$ cat config.mk
export PLATFORM = sky130hd
export DESIGN_NAME = fetch_ctrl
export DESIGN_NICKNAME = d
export VERILOG_FILES = /design/src/rtl/fetch_pkg.sv /design/src/rtl/fetch_ctrl_next_pc_sel.sv /design/src/rtl/fetch_ctrl.sv
export SDC_FILE = /design/constraint.sdc
export NUM_CORES = 1
export LEC_CHECK = 0
export CORE_MARGIN = 8
export CORE_UTILIZATION = 44
export DETAILED_ROUTE_END_ITERATION = 16
export HOLD_SLACK_MARGIN = 0.15
export PLACE_DENSITY = 0.95
export SYNTH_ARGS = -nofsm -noshare
export SYNTH_HDL_FRONTEND = slang
export SYNTH_SLANG_ARGS = --single-unit
$ cat constraint.sdc
create_clock -name clk -period 6.5 [get_ports clk]
set_input_delay 1.95 -clock clk [delete_from_list [all_inputs] [get_ports clk]]
set_output_delay 1.95 -clock clk [all_outputs]
set_load 0.02 [all_outputs]
$ cat src/rtl/fetch_pkg.sv
// ============================================================================
// fetch_pkg : shared types and constants for the fetch sequencer
// Rev 1.0
// ============================================================================
`default_nettype none

package fetch_pkg;

    localparam logic [1:0] ST_BOOT  = 2'd0;
    localparam logic [1:0] ST_FETCH = 2'd1;
    localparam logic [1:0] ST_ISSUE = 2'd2;
    localparam logic [1:0] ST_HALT  = 2'd3;

    typedef enum logic [1:0] {
        BOOT  = ST_BOOT,
        FETCH = ST_FETCH,
        ISSUE = ST_ISSUE,
        HALT  = ST_HALT
    } fetch_state_t;

    localparam logic [31:0] INSTR_BYTES = 32'd4;
    localparam logic [31:0] NOP_INSTR   = 32'h0000_0013;

endpackage

`default_nettype wire

$ cat src/rtl/fetch_ctrl_next_pc_sel.sv
// ============================================================================
// next_pc_sel : combinational next-PC mux and misaligned-target detect
// Rev 1.0
// ============================================================================
`default_nettype none

module next_pc_sel
    import fetch_pkg::*;
#(
    parameter logic [31:0] RESET_VECTOR = 32'h0000_0000,
    parameter logic [31:0] TRAP_VECTOR  = 32'h0000_0100
) (
    input  fetch_state_t state,
    input  logic [31:0]  pc_in,
    input  logic         instr_ack,
    input  logic         redirect_valid,
    input  logic [31:0]  redirect_target,
    output logic [31:0]  next_pc,
    output logic         misalign
);

    always_comb begin
        next_pc  = pc_in;
        misalign = 1'b0;
        case (state)
            BOOT:  next_pc = RESET_VECTOR;
            FETCH: next_pc = pc_in;
            ISSUE: begin
                if (instr_ack) begin
                    if (redirect_valid) begin
                        if (redirect_target[1:0] == 2'b00) begin
                            next_pc = redirect_target;
                        end else begin
                            next_pc  = TRAP_VECTOR;
                            misalign = 1'b1;
                        end
                    end else begin
                        next_pc = pc_in + INSTR_BYTES;
                    end
                end
            end
            HALT:    next_pc = pc_in;
            default: next_pc = pc_in;
        endcase
    end

endmodule

`default_nettype wire

$ cat src/rtl/fetch_ctrl.sv
// ============================================================================
// fetch_ctrl : RV32I fetch sequencer - PC control, imem handshake, instr buffer
// Rev 1.0
// ============================================================================
`default_nettype none

module fetch_ctrl
    import fetch_pkg::*;
#(
    parameter logic [31:0] RESET_VECTOR = 32'h0000_0000,
    parameter logic [31:0] TRAP_VECTOR  = 32'h0000_0100
) (
    input  logic        clk,
    input  logic        reset,
    input  logic [31:0] pc_in,
    output logic [31:0] next_pc,
    output logic        imem_req,
    output logic [31:0] imem_addr,
    input  logic        imem_ready,
    input  logic [31:0] imem_rdata,
    output logic [31:0] instr,
    output logic        instr_valid,
    input  logic        instr_ack,
    input  logic        redirect_valid,
    input  logic [31:0] redirect_target,
    input  logic        halt_req,
    output logic        halted,
    output logic        misalign_trap,
    output logic [31:0] instret
);

    fetch_state_t state;
    fetch_state_t state_nxt;
    logic         misalign;
    logic         fetch_done;
    logic         retire;

    next_pc_sel #(
        .RESET_VECTOR (RESET_VECTOR),
        .TRAP_VECTOR  (TRAP_VECTOR)
    ) u_next_pc_sel (
        .state           (state),
        .pc_in           (pc_in),
        .instr_ack       (instr_ack),
        .redirect_valid  (redirect_valid),
        .redirect_target (redirect_target),
        .next_pc         (next_pc),
        .misalign        (misalign)
    );

    // pc_in only moves on BOOT or an ack edge, so the address is stable while requesting
    assign imem_req   = (state == FETCH);
    assign imem_addr  = pc_in;
    assign halted     = (state == HALT);
    assign fetch_done = (state == FETCH) && imem_ready;
    assign retire     = (state == ISSUE) && instr_ack;

    always_comb begin
        state_nxt = state;
        case (state)
            BOOT:    state_nxt = FETCH;
            FETCH:   if (imem_ready) state_nxt = ISSUE;
            ISSUE:   if (instr_ack)  state_nxt = halt_req ? HALT : FETCH;
            HALT:    if (!halt_req)  state_nxt = FETCH;
            default: state_nxt = BOOT;
        endcase
    end

    always_ff @(posedge clk or posedge reset) begin
        if (reset) begin
            state         <= BOOT;
            instr         <= NOP_INSTR;
            instr_valid   <= 1'b0;
            misalign_trap <= 1'b0;
            instret       <= 32'd0;
        end else begin
            state         <= state_nxt;
            misalign_trap <= misalign;
            if (fetch_done) begin
                instr       <= imem_rdata;
                instr_valid <= 1'b1;
            end
            if (retire) begin
                instr_valid <= 1'b0;
                instret     <= instret + 32'd1;
            end
        end
    end

endmodule

`default_nettype wire

=== Word-level counts from Yosys, hierarchy flattened ===
Index checks and enable logic that the tools add are counted.

* Flip-flop bits (word level): 68
* Input bits: 102
* Output and inout bits: 132
* Word-level logic and storage cells: 35

* $add $sub $neg: 2
* Equal/unequal tests: 6
* Mux-type cells: 15
* Reductions and logical operators: 7

{| class="wikitable"
|+ Operators by type and width
! kind !! count
|-
| $mux W32 || 3
|-
| $pmux W32 S3 || 1
|-
| $add A32 B1 Y32 const B || 1
|-
| $add A32 B3 Y32 const B || 1
|-
| $mux W2 || 4
|-
| $pmux W2 S4 || 1
|-
| $mux W1 || 6
|-
| $eq A2 B2 Y1 const B || 2
|-
| $logic_not A2 Y1 || 2
|-
| $ne A2 B2 Y1 const B || 2
|-
| $reduce_and A3 Y1 || 1
|-
| $eq A2 B1 Y1 const B || 1
|-
| $logic_and A1 B1 Y1 || 2
|-
| $ne A2 B1 Y1 const B || 1
|-
| $reduce_bool A2 Y1 || 1
|-
| $reduce_or A2 Y1 || 1
|}

=== Logic depth before layout (Yosys ltp) ===
Gate-level depths: netlist of run 1.

* Word-level depth: 5
* Gate-level depth with buffers: 9
* Mapped depth without buffers: 7

=== Modules after synthesis ===
Synthesis of run 1 repeated with hierarchy kept, for this count alone.

* Cell total of the unflattened synthesis: 541
* Area total of the unflattened synthesis: 4,931.0 um2

{| class="wikitable"
|+ By module, submodules not included
! module !! instances !! cells an instance !! area each (um2)
|-
| fetch_ctrl || 1 || 247 || 3,106.7
|-
| next_pc_sel || 1 || 294 || 1,824.2
|}

=== Least setup slack after synthesis of run 1 ===
No wires, ideal clock.

* Path type: input to output
* Start: input port pc_in[9]
* End: output port next_pc[26]
* Data arrival time: 3.564 ns
* Required time: 4.550 ns
* Path slack: 0.986 ns
* Stages: 6
* Path through: buf_2 > nand4_2 > nor4_4 > nand3_1 > xor2_1 > o32ai_1

* Longest elaborated chain between the ends: 4

{| class="wikitable"
|+ Ends and longest elaborated chain
! element !! line !! source
|-
| from (decl) || fetch_ctrl.sv:15 || <nowiki>input logic [31:0] pc_in,</nowiki>
|-
| $add A32 B3 Y32 || fetch_ctrl_next_pc_sel.sv:38 || <nowiki>next_pc = pc_in + INSTR_BYTES;</nowiki>
|-
| $mux W32 || fetch_ctrl_next_pc_sel.sv:30 || <nowiki>if (redirect_valid) begin</nowiki>
|-
| $mux W32 || fetch_ctrl_next_pc_sel.sv:29 || <nowiki>if (instr_ack) begin</nowiki>
|-
| $pmux W32 S3 || fetch_ctrl_next_pc_sel.sv:25 || <nowiki>case (state)</nowiki>
|-
| to (decl) || fetch_ctrl.sv:16 || <nowiki>output logic [31:0] next_pc,</nowiki>
|}

No other way between the ends.

=== Worst setup path in the final report of run 1 ===
* Start: input port pc_in[2]
* End: output port next_pc[28]

Same word-level chain as after synthesis.

==> results of run 1 <==
-- cell usage after synthesis (all sizes together) (2+ instances only) --
cell type | instances | area (sq um)
a21boi | 9 | 67.57
a21oi | 15 | 75.07
a221o | 2 | 20.02
a222oi | 2 | 20.02
a22oi | 6 | 45.04
a31oi | 7 | 43.79
a32oi | 7 | 61.31
and2 | 6 | 37.54
and3 | 9 | 56.30
and4 | 11 | 100.1
buf | 41 | 280.3
clkbuf | 14 | 52.55
dfrtp | 65 | 1627
dfstp | 3 | 78.83
ha | 7 | 87.58
inv | 10 | 37.54
mux2 | 32 | 360.4
nand2 | 52 | 197.7
nand2b | 2 | 12.51
nand3 | 24 | 125.1
nand3b | 4 | 30.03
nand4 | 17 | 142.6
nor2 | 30 | 112.6
nor2b | 3 | 18.77
nor3 | 9 | 50.05
nor4 | 14 | 148.9
o21ai | 22 | 110.1
o311ai | 2 | 17.52
o31a | 2 | 17.52
o32ai | 7 | 68.82
or2 | 2 | 12.51
or3 | 2 | 17.52
xnor2 | 35 | 306.5
xor2 | 8 | 70.07
-- state kept, by name, summed over array words and instances, names as in the netlist --
name	cells
instr_valid	1
state	2
instr	32
misalign_trap	1
instret	32
-- report_power, final --
group / internal, uW / total [uW] / switching, uW
logic: 615 / 1260 / 647
registers: 551 / 626 / 75.6
clock network: 197 / 348 / 151
total: 1360 / 2240 / 873
-- stage by stage --
stage	power [uW]	area [sq um]	setup slack [ns]	utilization [%]	std cells
6_report	2236	7249	-0.06155	70.86	854
5_1_grt	2351	7249	-0.1506	70.86	854
4_1_cts	2253	7226	0.1038	70.62	854
3_5_place_dp	1899	7023	0.1233	68.64	838
3_3_place_gp	1860	7023	0.1786	68.64	838
2_1_floorplan	1271	4593	0.9864	-	491
-- routing by layer --
metal | GRT usage (%) | share of wire, % | vias up
met5 | 0 | 0 | -
met3 | 8.710 | 11 | 42
li1 | - | - | 2200
met2 | 41.78 | 48 | 351
met1 | 26.94 | 38 | 2292
met4 | 9.608 | 2.7 | 0
-- final cells by class --
class / count / area share, %
well taps: 136 / 2.347
clock inverters: 4 / 0.6559
inverters: 10 / 0.5178
clock buffers: 12 / 2.140
repair buffers: 266 / 36.00
multi-input cells: 358 / 34.81
flip-flops and latches: 68 / 23.52
-- cells in the final DEF, fill, tap and decap left out, types with 8 or more instances in the layout --
master	netlist	routed
clkdlybuf4s50_1	0	226
dfrtp_1	65	65
nand2_1	51	51
xnor2_1	35	35
mux2_2	32	32
buf_4	32	32
nor2_1	30	30
nand3_1	23	23
a21oi_1	15	15
nand4_1	14	14
o21ai_0	13	13
clkbuf_8	0	11
inv_1	10	9
and4_1	9	9
and3_1	9	9
o21ai_1	9	9
xor2_1	8	8
nor3_1	8	8
a21boi_0	8	8
-- worst max path at each step --
| stage | slack, ns | cells after the start | start | to |
|---|---|---|---|---|
| 2_1_floorplan | 0.99 | 6 | pc_in[9] | next_pc[26] |
| 3_3_place_gp | 0.18 | 8 | pc_in[10] | next_pc[15] |
| 3_5_place_dp | 0.12 | 8 | pc_in[10] | next_pc[15] |
| 4_1_cts | 0.10 | 8 | pc_in[10] | next_pc[15] |
| 5_1_grt | -0.15 | 8 | pc_in[2] | next_pc[28] |
| 6_report | -0.06 | 8 | pc_in[2] | next_pc[28] |
-- logic make-up (layout without fill, tap and decap cells) --
kind of cell	after synthesis	in the layout
AOI/OAI and AO/OA	90	90
xor gates and xnor gates	43	43
adders and majority gates	7	7
buffers and inverters	65	292
DFF	68	68
muxes	33	33
and+or+nand+nor	185	185
-- worst register-to-register path: cells and delay by family, from the launching register on --
family | cells | cell delay (ns)
AND/OR/NAND/NOR | 4 | 1.12
flip-flops | 1 | 0.45
adder cells (fa/ha/maj) | 1 | 0.36
XOR/XNOR | 1 | 0.21
buffers and inverters | 1 | 0.12
==> results.cfg, run 1 <==
[run_status]
status = finished, violations left
violations = setup timing

[timing]
tightest_slew_ns = 1.295
fin_ws_ns = -0.06155
fin_setup_tns_ns = -0.06155
skew_ns = 0.009008
holdWs_ns = 0.4895
fin_crit_ns = 6.562
finalMaxSlewViolations = 0
slew_headroom_pct = 13.44
clock.fmax_ghz = 0.1524
setup_viol = 1
fin_crit_sh_pct = 100.9
report.final.hold_viol_count = 0

[routing]
ant_nets = 0
viasPerCell = 5.720
routedWlPerCell_um = 20.68
firstDrtPassIters = 5
num_vias = 4885
drcViolationCount = 0
routed_wl_mm = 17.66
first_iter_violations = 413

[flow_run]
maxCapViolCount = 0

[global_routing]
overflow = 0
grt_pass1_vias = 5181
grt_max_degree = 69
grt_first_pass_wirelength_mm = 27.72
grt_util_all_layers_pct = 24.31
grt_antenna_before_repair = 0

[floorplan]
core-area_sq_um = 10230
dieArea_sq_um = 13960
rows = 37
die_x_um = 118.2
start_util_pct = 44.89
pin_count = 234
die_h_um = 118.2

[power]
p_leak_uw = 0.002938
p_per_area_nw_per_um2 = 308.4
ir_drop_mv = 0.2333

[worst_setup_path]
r2r-end = instret[20]
cp_top_family = buffers and inverters
cp.required_ns = 4.55
r2r_setup_slack_ns = 4.16
path_class = primary input to output pin
crit_path_top_delay_cell = clkdlybuf4s50_1
start_kind = primary input
crit_buf_inv = 2
crit_chain = clkdlybuf4s50_1 > ha_1 > and3_1 > nand2_2 > nor4_2 > xnor2_1 > o32ai_1 > clkdlybuf4s50_1
worstPathArrival_ns = 4.61
r2r_start = state[0]
cp-end-kind = output pin
crit_fanout = 5
slowest_delay_ns = 0.71
reg2reg_depth = 7
cpMostUsedCell = clkdlybuf4s50_1

[clock_tree]
cts_buffers = 9
cts_tree = built
htreeDepth = 3
cts.sink_count = 68
cts-root-buf = clkbuf_8
cts_buffer_depth = 2
cts.clk_slew.worst_paths_ns = 0.06
cts_setup_buffers = 0
clock_latency_ns = 0.34
cts_resized = 0
cts_hold_buffers = 0

[layout]
multi_input_comb_area_sq_um = 2524
n_fill_cell = 713
syn_to_final_growth_pct = 57.83
drive_gt1_share_pct = 14.21
diodes = 0
area.sequential_sq_um = 1705
final_nets = 822

[synthesis]
synth-edff-count = 0
synth_xor_area_share_pct = 8.199
async_flop_share_pct = 100.0
synthCells = 491
synth_top_family_by_area = simple AND/OR/NAND/NOR gates
syn-cell-area_sq_um = 4593
ys.flop_type = dfrtp_1
ys_seq_area_share_pct = 37.13
synth-seq-cells = 68
ys_types = 59
synth-adder-area-share_pct = 1.907
ys.warnings.count = 0
muxShareOfSynthArea_pct = 8.063
synthSimpleGateAreaFrac_pct = 23.13
syn_nets = 600
synth_compound_area_share_pct = 13.51
syn_area_per_cell_sq_um = 9.355

[placed_design]
dp_hpwl_mm = 13.96
place.gp.congestion = 0.8886
portBuffers = 233

[worst_hold_path]
hold_path_end = instret[28]
holdPathStages = 1
worstHoldStart = instret[28]
hold_class = flip-flop to flip-flop
(Power assumes the default switching activity.)
==> run 2, diff against run 1 <==
CAP_MARGIN = 0   (was unset)
GPL_TIMING_DRIVEN = 0   (was unset)
MAX_ROUTING_LAYER = met4   (was unset)
==> results.cfg, run 2 (same netlist as run 1, synthesis figures left out) <==
[worst_setup_path]
cp-end-kind = output pin
crit_fanout = 6
start_kind = primary input
cp.required_ns = 4.55
path_class = primary input to output pin
worstPathArrival_ns = 4.43

[power]
power_frac_seq_pct = 28.7
p_sw_uw = 890.5
ir_drop_mv = 0.2167
p_sw_share_pct = 40.66
pwr-share-comb_pct = 57.8
total_power_uw = 2190
p_clk_share_pct = 13.6
power.internal_uw = 1300
p_leak_uw = 0.003051
p_per_area_nw_per_um2 = 298.8

[routing]
routed_wl_mm = 18.36
firstDrtPassIters = 5
ant_nets = 0
routedWlPerCell_um = 20.88
viasPerCell = 5.767
drcViolationCount = 0
num_vias = 5069
first_iter_violations = 381

[layout]
top_regs = instr: 32 flops, instret: 32 flops, state: 2 flops
multi_input_comb_area_sq_um = 2537
n_fill_cell = 724
final_nets = 846
final_util_pct = 71.65
drive_gt1_share_pct = 15.77
layout_commonest_cell = clkdlybuf4s50_1
syn_to_final_growth_pct = 59.60
layout_common_cells = clkdlybuf4s50_1 (211), dfrtp_1 (65), nand2_1 (51)
final_area_sq_um = 7331
area.sequential_sq_um = 1705

[timing]
clock.fmax_ghz = 0.1569
setup_viol = 0
rsz0062_at_grt = no
fin_crit_ns = 6.376
slew_headroom_pct = 50.78
holdWs_ns = 0.5061
fin_setup_tns_ns = 0
tightest_slew_ns = 0.7372
finalMaxSlewViolations = 0
skew_ns = 0.005743
fin_crit_sh_pct = 98.09
report.final.hold_viol_count = 0

[floorplan]
rows = 37
dieArea_sq_um = 13960
start_util_pct = 44.89
die_x_um = 118.2
core-area_sq_um = 10230
pin_count = 234
die_h_um = 118.2

[global_routing]
grtUsageMet1_pct = 30.02
overflow = 0
grt_max_degree = 36
grt_first_pass_wirelength_mm = 28.80
grt_antenna_before_repair = 1
met2_usage_pct = 43.66
grt_busiest_layer = met2
grt_util_all_layers_pct = 26.13
met3_usage_pct = 5.712
grt_pass1_vias = 5330

[worst_hold_path]
hold_class = flip-flop to flip-flop

[clock_tree]
cts_tree = built
cts_buffer_depth = 2
htreeDepth = 3
cts.sink_count = 68
cts_hold_buffers = 0
cts-root-buf = clkbuf_8
cts_buffers = 9
clock_latency_ns = 0.34
cts.clk_slew.worst_paths_ns = 0.07

[run_status]
status = completed

[flow_run]
maxCapViolCount = 0

[placed_design]
placedInstanceArea_sq_um = 7076
dp_hpwl_mm = 14.47
portBuffers = 229
place.gp.congestion = 0.9164
## run 2: changes by cell type in the layout (fill, tap and decap cells not counted), moves of 4 or more
| cell | previous run | this run |
|---|---|---|
| clkbuf_1 | 1 | 12 |
| dlygate4sd2_1 | 0 | 7 |
| dlymetal6s2s_1 | 7 | 11 |
| buf_4 | 32 | 37 |
| clkdlybuf4s50_1 | 226 | 211 |
| buf_2 | 0 | 5 |
## run 2: area by class of cell
class	count	area share [%]
multi-input combinational	358	34.61
timing repair buffer	235	32.31
sequential	68	23.26
buffer	55	4.642
tap	136	2.321
clock buffer	11	1.929
inverter	10	0.5120
clock inverter	5	0.3755
antenna	1	0.03414
## run 2: worst max-delay path, stage by stage
cell	delay [ns]
clkdlybuf4s50_1	0.62
ha_1	0.27
nand3_1	0.17
nor4_4	0.36
buf_4	0.21
nor2_1	0.04
o21ai_0	0.16
nand2_1	0.08
clkdlybuf4s50_1	0.56
## run 2: path summary, 6_finish.rpt
kind,start,to,slack (ns),depth (start not counted)
min in group asynchronous,reset,instr[8],2.07,2
worst min-delay path,instr[14],instr[14],0.51,1
worst min register to register,instr[14],instr[14],0.51,1
worst max-delay path,pc_in[3],next_pc[16],0.12,9
worst max register to register,state[0],instret[31],4.15,7
max in group asynchronous,reset,instret[27],3.78,3
## run 2: power groups by stage
| stage | logic, uW | clock network, uW | registers, uW |
|---|---|---|---|
| finish | 1270 | 297 | 628 |
| global route | 1340 | 321 | 641 |
| CTS | 1270 | 303 | 625 |
| detailed placement | 1270 | 0 | 633 |
| global placement | 1250 | 0 | 620 |
| floorplan | 504 | 0 | 767 |
## run 2: metrics by stage
step	setup WS (ns)	instances
floorplan	0.9864	491
global placement	-0.2789	856
detailed placement	-0.1843	857
CTS	0.0009361	877
global route	0.04991	879
finish	0.1245	879
## run 2: repair_timing
item | in CTS | in global routing
buffers inserted | 4 | 1
resized for setup | 12 | 16
pin swaps | 3 | 1
setup endpoints to repair | 20 | 18
## run 2: per-layer routing
layer	up-vias	routed length, um
li1	2259	-
met1	2421	7382
met2	351	8903
met3	38	1574
met4	0	495
met5	-	0
